==> src/rtl/multi_fade_pwm.sv <==
// Multi-channel LED fade engine: a shared step prescaler and PWM counter drive
// per-channel fade FSMs, each started at a fixed phase offset for a chasing effect.

module fade_chan #(
  parameter int STEPS      = 166,
  parameter int HOLD_STEPS = 332,
  parameter int STEP_VAL   = 7,
  parameter int W          = 11,
  parameter int SW         = 9,
  parameter int INIT_POS   = 0
) (
  input  logic         clk,
  input  logic         rst_n,
  input  logic         en,
  input  logic         tick,
  input  logic         wrap,
  input  logic [W-1:0] pwm_cnt,
  output logic [W-1:0] value,
  output logic         pwm_out,
  output logic         cyc_end
);
  localparam logic [1:0] RISE = 2'd0, HOLD_HI = 2'd1, FALL = 2'd2, HOLD_LO = 2'd3;
  localparam int MAX = STEP_VAL * STEPS;
  localparam int P   = INIT_POS;

  // Reset image is derived from the channel's phase position at elaboration.
  localparam logic [1:0] INIT_ST =
    (P < STEPS)                ? RISE    :
    (P < STEPS + HOLD_STEPS)   ? HOLD_HI :
    (P < 2*STEPS + HOLD_STEPS) ? FALL    : HOLD_LO;
  localparam int INIT_STEP_I =
    (P < STEPS)                ? P                  :
    (P < STEPS + HOLD_STEPS)   ? P - STEPS          :
    (P < 2*STEPS + HOLD_STEPS) ? P - STEPS - HOLD_STEPS :
                                 P - 2*STEPS - HOLD_STEPS;
  localparam int INIT_VAL_I =
    (INIT_ST == RISE)    ? INIT_STEP_I * STEP_VAL :
    (INIT_ST == HOLD_HI) ? MAX :
    (INIT_ST == FALL)    ? MAX - INIT_STEP_I * STEP_VAL : 0;

  localparam logic [SW-1:0] INIT_STEP = SW'(INIT_STEP_I);
  localparam logic [W-1:0]  INIT_VAL  = W'(INIT_VAL_I);
  localparam logic [SW-1:0] LAST_RF   = SW'(STEPS - 1);
  localparam logic [SW-1:0] LAST_H    = SW'(HOLD_STEPS - 1);
  localparam logic [W-1:0]  INC       = W'(STEP_VAL);

  logic [1:0]    state_q, state_d;
  logic [SW-1:0] step_q, step_d;
  logic [W-1:0]  val_q, val_d, shadow_q;
  logic          pwm_q, out_d;

  always_ff @(posedge clk or negedge rst_n) begin
    if (!rst_n) begin
      state_q  <= INIT_ST;
      step_q   <= INIT_STEP;
      val_q    <= INIT_VAL;
      shadow_q <= INIT_VAL;
      pwm_q    <= 1'b0;
    end else begin
      state_q <= state_d;
      step_q  <= step_d;
      val_q   <= val_d;
      if (wrap) shadow_q <= val_q;
      pwm_q   <= out_d;
    end
  end

  always_comb begin
    state_d = state_q;
    step_d  = step_q;
    val_d   = val_q;
    if (tick) begin
      case (state_q)
        RISE: begin
          val_d = val_q + INC;
          if (step_q == LAST_RF) begin state_d = HOLD_HI; step_d = '0; end
          else step_d = step_q + SW'(1);
        end
        HOLD_HI: begin
          if (step_q == LAST_H) begin state_d = FALL; step_d = '0; end
          else step_d = step_q + SW'(1);
        end
        FALL: begin
          val_d = val_q - INC;
          if (step_q == LAST_RF) begin state_d = HOLD_LO; step_d = '0; end
          else step_d = step_q + SW'(1);
        end
        HOLD_LO: begin
          if (step_q == LAST_H) begin state_d = RISE; step_d = '0; end
          else step_d = step_q + SW'(1);
        end
        default: begin
          state_d = HOLD_LO;
          step_d  = '0;
          val_d   = '0;
        end
      endcase
    end
  end

  always_comb begin
    out_d   = en && (pwm_cnt < shadow_q);
    cyc_end = tick && (state_q == HOLD_LO) && (step_q == LAST_H);
    value   = val_q;
    pwm_out = pwm_q;
  end
endmodule

module multi_fade_pwm #(
  parameter int CHANNELS      = 3,
  parameter int STEP_INTERVAL = 12000,
  parameter int STEPS         = 166,
  parameter int HOLD_STEPS    = 332,
  parameter int PWM_INTERVAL  = 1200,
  parameter int STEP_VAL      = PWM_INTERVAL / STEPS,
  parameter int PHASE_STEPS   = (2*STEPS + 2*HOLD_STEPS) / CHANNELS,
  localparam int W            = $clog2(PWM_INTERVAL + 1)
) (
  input  logic                  clk,
  input  logic                  rst_n,
  input  logic                  en,
  output logic [CHANNELS*W-1:0] pwm_value,
  output logic [CHANNELS-1:0]   pwm_out,
  output logic                  cycle_done
);
  localparam int PSW  = $clog2(STEP_INTERVAL + 1);
  localparam int SMAX = (STEPS > HOLD_STEPS) ? STEPS : HOLD_STEPS;
  localparam int SW   = $clog2(SMAX + 1);

  logic [PSW-1:0]      presc;
  logic [W-1:0]        pwm_cnt;
  logic                tick, wrap;
  logic [CHANNELS-1:0] ch_end;

  assign tick = en && (presc == PSW'(STEP_INTERVAL - 1));
  assign wrap = en && (pwm_cnt == W'(PWM_INTERVAL - 1));

  always_ff @(posedge clk or negedge rst_n) begin
    if (!rst_n) begin
      presc      <= '0;
      pwm_cnt    <= '0;
      cycle_done <= 1'b0;
    end else begin
      if (en) begin
        presc   <= tick ? '0 : presc + PSW'(1);
        pwm_cnt <= wrap ? '0 : pwm_cnt + W'(1);
      end
      cycle_done <= ch_end[0];
    end
  end

  for (genvar k = 0; k < CHANNELS; k++) begin : g_ch
    fade_chan #(
      .STEPS(STEPS), .HOLD_STEPS(HOLD_STEPS), .STEP_VAL(STEP_VAL),
      .W(W), .SW(SW), .INIT_POS(k * PHASE_STEPS)
    ) u_ch (
      .clk(clk), .rst_n(rst_n), .en(en), .tick(tick), .wrap(wrap),
      .pwm_cnt(pwm_cnt),
      .value(pwm_value[k*W +: W]),
      .pwm_out(pwm_out[k]),
      .cyc_end(ch_end[k])
    );
  end
endmodule

==> config.mk <==
export PLATFORM = sky130hd
export DESIGN_NAME = multi_fade_pwm
export DESIGN_NICKNAME = d
export VERILOG_FILES = /design/src/rtl/multi_fade_pwm.sv
export SDC_FILE = /design/constraint.sdc
export NUM_CORES = 1
export LEC_CHECK = 0
export ABC_AREA = 1
export CORE_AREA = 4 4 144 216
export CTS_BUF_LIST = sky130_fd_sc_hd__clkbuf_8
export CTS_CLUSTER_SIZE = 12
export DETAILED_ROUTE_END_ITERATION = 7
export DIE_AREA = 0 0 148 220
export MAX_ROUTING_LAYER = met4
export SLEW_MARGIN = 10
export SYNTH_ARGS = -nofsm -noshare
export SYNTH_HDL_FRONTEND = slang
export SYNTH_SLANG_ARGS = --single-unit
export TNS_END_PERCENT = 5
==> constraint.sdc <==
create_clock -name clk -period 1.9 [get_ports clk]
set_input_delay 0.285 -clock clk [delete_from_list [all_inputs] [get_ports clk]]
set_output_delay 0.285 -clock clk [all_outputs]
set_load 0.005 [all_outputs]
==> summary.txt <==
Outcome
  – Outcome: finished with violations
  – Violated checks: negative setup slack

Routing
  – M1 WL: 8970 µm
  – Antenna viol nets, final: 0
  – Met2 Wirelength: 12200 µm
  – DR DRC count: 0
  – Via-to-Cell Ratio: 4.64
  – Routed len/inst: 13.1 µm
  – Uppermost layer routed: met4
  – DRT iter0 DRCs: 387
  – Final wirelength: 22500 µm
  – Vias: 7967
  – DRT Pass-1 Iters: 5
  – Met3 wire len: 653 µm

Global route
  – Largest net degree at the start of global routing: 55
  – Total GRT Usage: 0.145
  – First-pass GRT wire length: 37100 µm
  – Remaining global-route overflow: 0
  – Initial antenna violation count: 0
  – Number of global-route vias before repair: 7998

Pwr
  – Clk network pwr share: 0.289
  – P_leak: 5.36 nW
  – Combinational share of power: 0.230
  – Flop pwr share: 0.481
  – Maximum ir drop on the vdd rail: 0.000406 V
  – Int Pwr: 4.64 mW
  – Pwr Density: 640 mW/mm²
  – Sw frac: 0.340
  – Psw: 2.39 mW

Worst setup path
  – Cell Chain, Critical Path: inv_2 -> ha_4 -> buf_12 -> clkinvlp_4 -> nand2_1 -> nand2_2 -> buf_4 -> nand2_2 -> nor2_1 -> nand3_1 -> nand3_1 -> nand2_1 -> nand3_1 -> nand2_1
  – CP max FO: 5
  – CP max stage cell: dfstp_2
  – Crit. End Element: flip-flop
  – Critical Path AT: 2330 ps
  – Kind of critical path: reg -> reg
  – Worst Setup Start Kind: flip-flop
  – Max incr delay on CP: 540 ps
  – WP data required: 2280 ps

Synth
  – Yosys warns: 0
  – Post-synth EDFFs: 0
  – Post-synthesis sequential area ratio: 0.372
  – Synthesized area: 0.00867 mm²
  – Syn Nets: 1229
  – Synth Flop Type: dfrtp_1
  – FF+latch count, synth: 128
  – Synthesized area per cell: 7.41 µm²
  – Synth Instances: 1170
  – Post-synth ARST share: 1.00
  – Netlist cell types: 48

Flow run
  – Max_cap viols: 0

Floorplan
  – Die area: 0.0326 mm²
  – IO Pins: 40
  – Area of the core: 0.0293 mm²
  – Die Wd: 148 µm
  – Chip Height: 220 µm
  – Row count: 77
  – Starting density of the core: 0.296

Timing
  – Setup Viol. Count Final: 3
  – Hold slack final: 311 ps
  – Worst slew pin tran: 480 ps
  – RSZ-0062 raised after global routing: yes
  – Slew headroom: 0.680
  – Worst Skew: 14.8 ps
  – Post-layout min period: 1950 ps
  – Final WS setup: -52.0 ps
  – Final hold viol count: 0
  – Final Max Tran Viols: 0
  – Crit share post-route: 1.03
  – FMAX: 512 MHz

Placement
  – Placer Congestion: 0.876
  – Number of port buffers: 39
  – DP HPWL: 17000 µm

Layout
  – Layout area overhead: 26.7%
  – Final #Nets: 1368
  – Post-layout util: 0.375
  – Fillers: 3079
  – Share of cells above drive strength 1: 0.217

Clock tree
  – Worst skew pair latency: 480 ps
  – Clock Path Buffers: 2
  – Sink Count: 128
  – Num CTS Buffers: 17
  – CTS tree: yes
  – Clock slew at reported path FFs: 80 ps
  – CTS root buf: clkbuf_8
  – H-tree levels: 4

Min path
  – HP Class: in -> async
[final cells by class]
class                   count  area [µm²]  share of cell area
multi-input cells         839        4950               0.450
flip-flops and latches    128        3220               0.293
repair buffers            145        1320               0.120
inverters                 178         682              0.0620
well taps                 395         494              0.0450
clock buffers              19         262              0.0238
clock inverters            13        60.1             0.00546
diodes                      1        2.50            0.000228
[synthesized netlist by cell type, types with 2 or more instances]
cell / count / share of area
xnor2_1: 8 / 0.0081
nand2_2: 4 / 0.0029
nor2_1: 99 / 0.043
nand4_1: 23 / 0.017
inv_1: 173 / 0.075
nor2_8: 2 / 0.0046
ha_1: 56 / 0.081
nor4_4: 2 / 0.0049
nor2_4: 3 / 0.0039
o21ai_0: 83 / 0.048
nand2_1: 325 / 0.14
clkbuf_1: 8 / 0.0035
o31ai_1: 4 / 0.0035
nor4_1: 4 / 0.0029
nand3_2: 3 / 0.0035
xor2_1: 30 / 0.030
nor3_1: 16 / 0.0092
a31oi_1: 5 / 0.0036
dfstp_2: 15 / 0.045
nor3_2: 4 / 0.0046
nor3b_1: 4 / 0.0035
dfrtp_1: 113 / 0.33
buf_6: 7 / 0.0091
nor2_2: 16 / 0.012
buf_4: 5 / 0.0043
a21oi_1: 43 / 0.025
o21bai_2: 2 / 0.0026
xor2_2: 2 / 0.0038
inv_2: 5 / 0.0022
o21ai_1: 9 / 0.0052
buf_2: 4 / 0.0023
o21ai_2: 3 / 0.0030
o21bai_1: 3 / 0.0026
a211o_1: 3 / 0.0030
o22ai_1: 2 / 0.0014
nand3_1: 62 / 0.036
nand3b_1: 9 / 0.0078
[final timing paths]
check / startpoint / endpoint / slack [ps] / cells past startpoint
worst max-delay path: g_ch[2].u_ch.state_q[0] / g_ch[2].u_ch.value[10] / -50 / 14
worst min-delay path: rst_n / presc[1] / 310 / 2
worst max register to register: g_ch[2].u_ch.state_q[0] / g_ch[2].u_ch.value[10] / -50 / 14
worst min register to register: g_ch[1].u_ch.shadow_q[0] / g_ch[1].u_ch.shadow_q[0] / 490 / 2
max in group asynchronous: rst_n / g_ch[1].u_ch.value[7] / 910 / 3
min in group clk: g_ch[1].u_ch.shadow_q[0] / g_ch[1].u_ch.shadow_q[0] / 490 / 2
[worst max-delay path: cells and delay by family, from the launching register on]
family	cells	cell delay, ps
AND/OR/NAND/NOR	9	690
flip-flops	1	540
buffers and inverters	4	430
adder cells (fa/ha/maj)	1	180
[registers in the layout, summed over array words and instances, names as in the netlist]
signal	count
pwm_cnt	11
cycle_done	1
g_ch.u_ch.value	33
g_ch.u_ch.pwm_out	3
g_ch.u_ch.shadow_q	33
presc	14
g_ch.u_ch.state_q	6
g_ch.u_ch.step_q	27
[cells in the final DEF (no fill, tap or decap), types with 15 or more instances in the layout]
cell type        netlist  final
nor2_2                16     35
o21ai_0               83     76
nor3_1                16     15
a21oi_1               43     40
o21ai_1                9     15
dfstp_2               15     15
nor2_1                99     76
clkdlybuf4s50_1        0     33
clkbuf_8               0     19
buf_4                  5     91
inv_1                173    165
nand4_1               23     23
inv_2                  5     15
nand3_1               62     55
xor2_1                30     30
ha_1                  56     48
nand2_2                4     26
nand2_1              325    302
dfrtp_1              113    111
[timing repair]
action | CTS | global route
gates resized for setup | 17 | 93
buffers inserted | 0 | 17
pin swaps | 3 | 36
hold endpoints to repair | 35 | 0
setup endpoints to repair | 26 | 49
hold buffers | 1 | 0
[power groups by stage]
stage               Clock [mW]  Sequential (mW)  Combinational (mW)
finish                    2.03             3.38                1.62
global route              2.24             3.43                1.94
CTS                       2.13             3.38                1.63
detailed placement           0             3.43                1.62
global placement             0             3.44                1.56
floorplan                    0             3.34                1.17
[cell families after synthesis]
| logic type | Yosys count | synth area share |
|---|---|---|
| mux | 1 | 0.00115 |
| buf+inv | 203 | 0.0980 |
| flops | 128 | 0.372 |
| fa+ha+maj | 56 | 0.0808 |
| xor+xnor | 42 | 0.0472 |
| simple gates | 579 | 0.300 |
| compound gates | 161 | 0.102 |
[metal layers]
| metal | vias up | track usage |
|---|---|---|
| met2 | 121 | 0.267 |
| met5 | - | - |
| met4 | 0 | 0.0601 |
| li1 | 4021 | - |
| met1 | 3765 | 0.147 |
| met3 | 60 | 0.0325 |
[metrics by stage]
| stage | setup TNS [ps] | std cells | instance area (µm²) | worst slack, ps | power, mW |
|---|---|---|---|---|---|
| 2_1_floorplan | -22.8 | 1170 | 8760 | -13.3 | 4.50 |
| 6_report | -74.8 | 1718 | 11000 | -52.0 | 7.03 |
| 3_3_place_gp | -760 | 1667 | 10200 | -92.0 | 4.99 |
| 3_5_place_dp | -1540 | 1667 | 10200 | -118 | 5.05 |
| 4_1_cts | -68.8 | 1700 | 10600 | -27.9 | 7.14 |
| 5_1_grt | -2150 | 1717 | 11000 | -175 | 7.61 |
No activity file was read; power rests on OpenSTA's default activity.
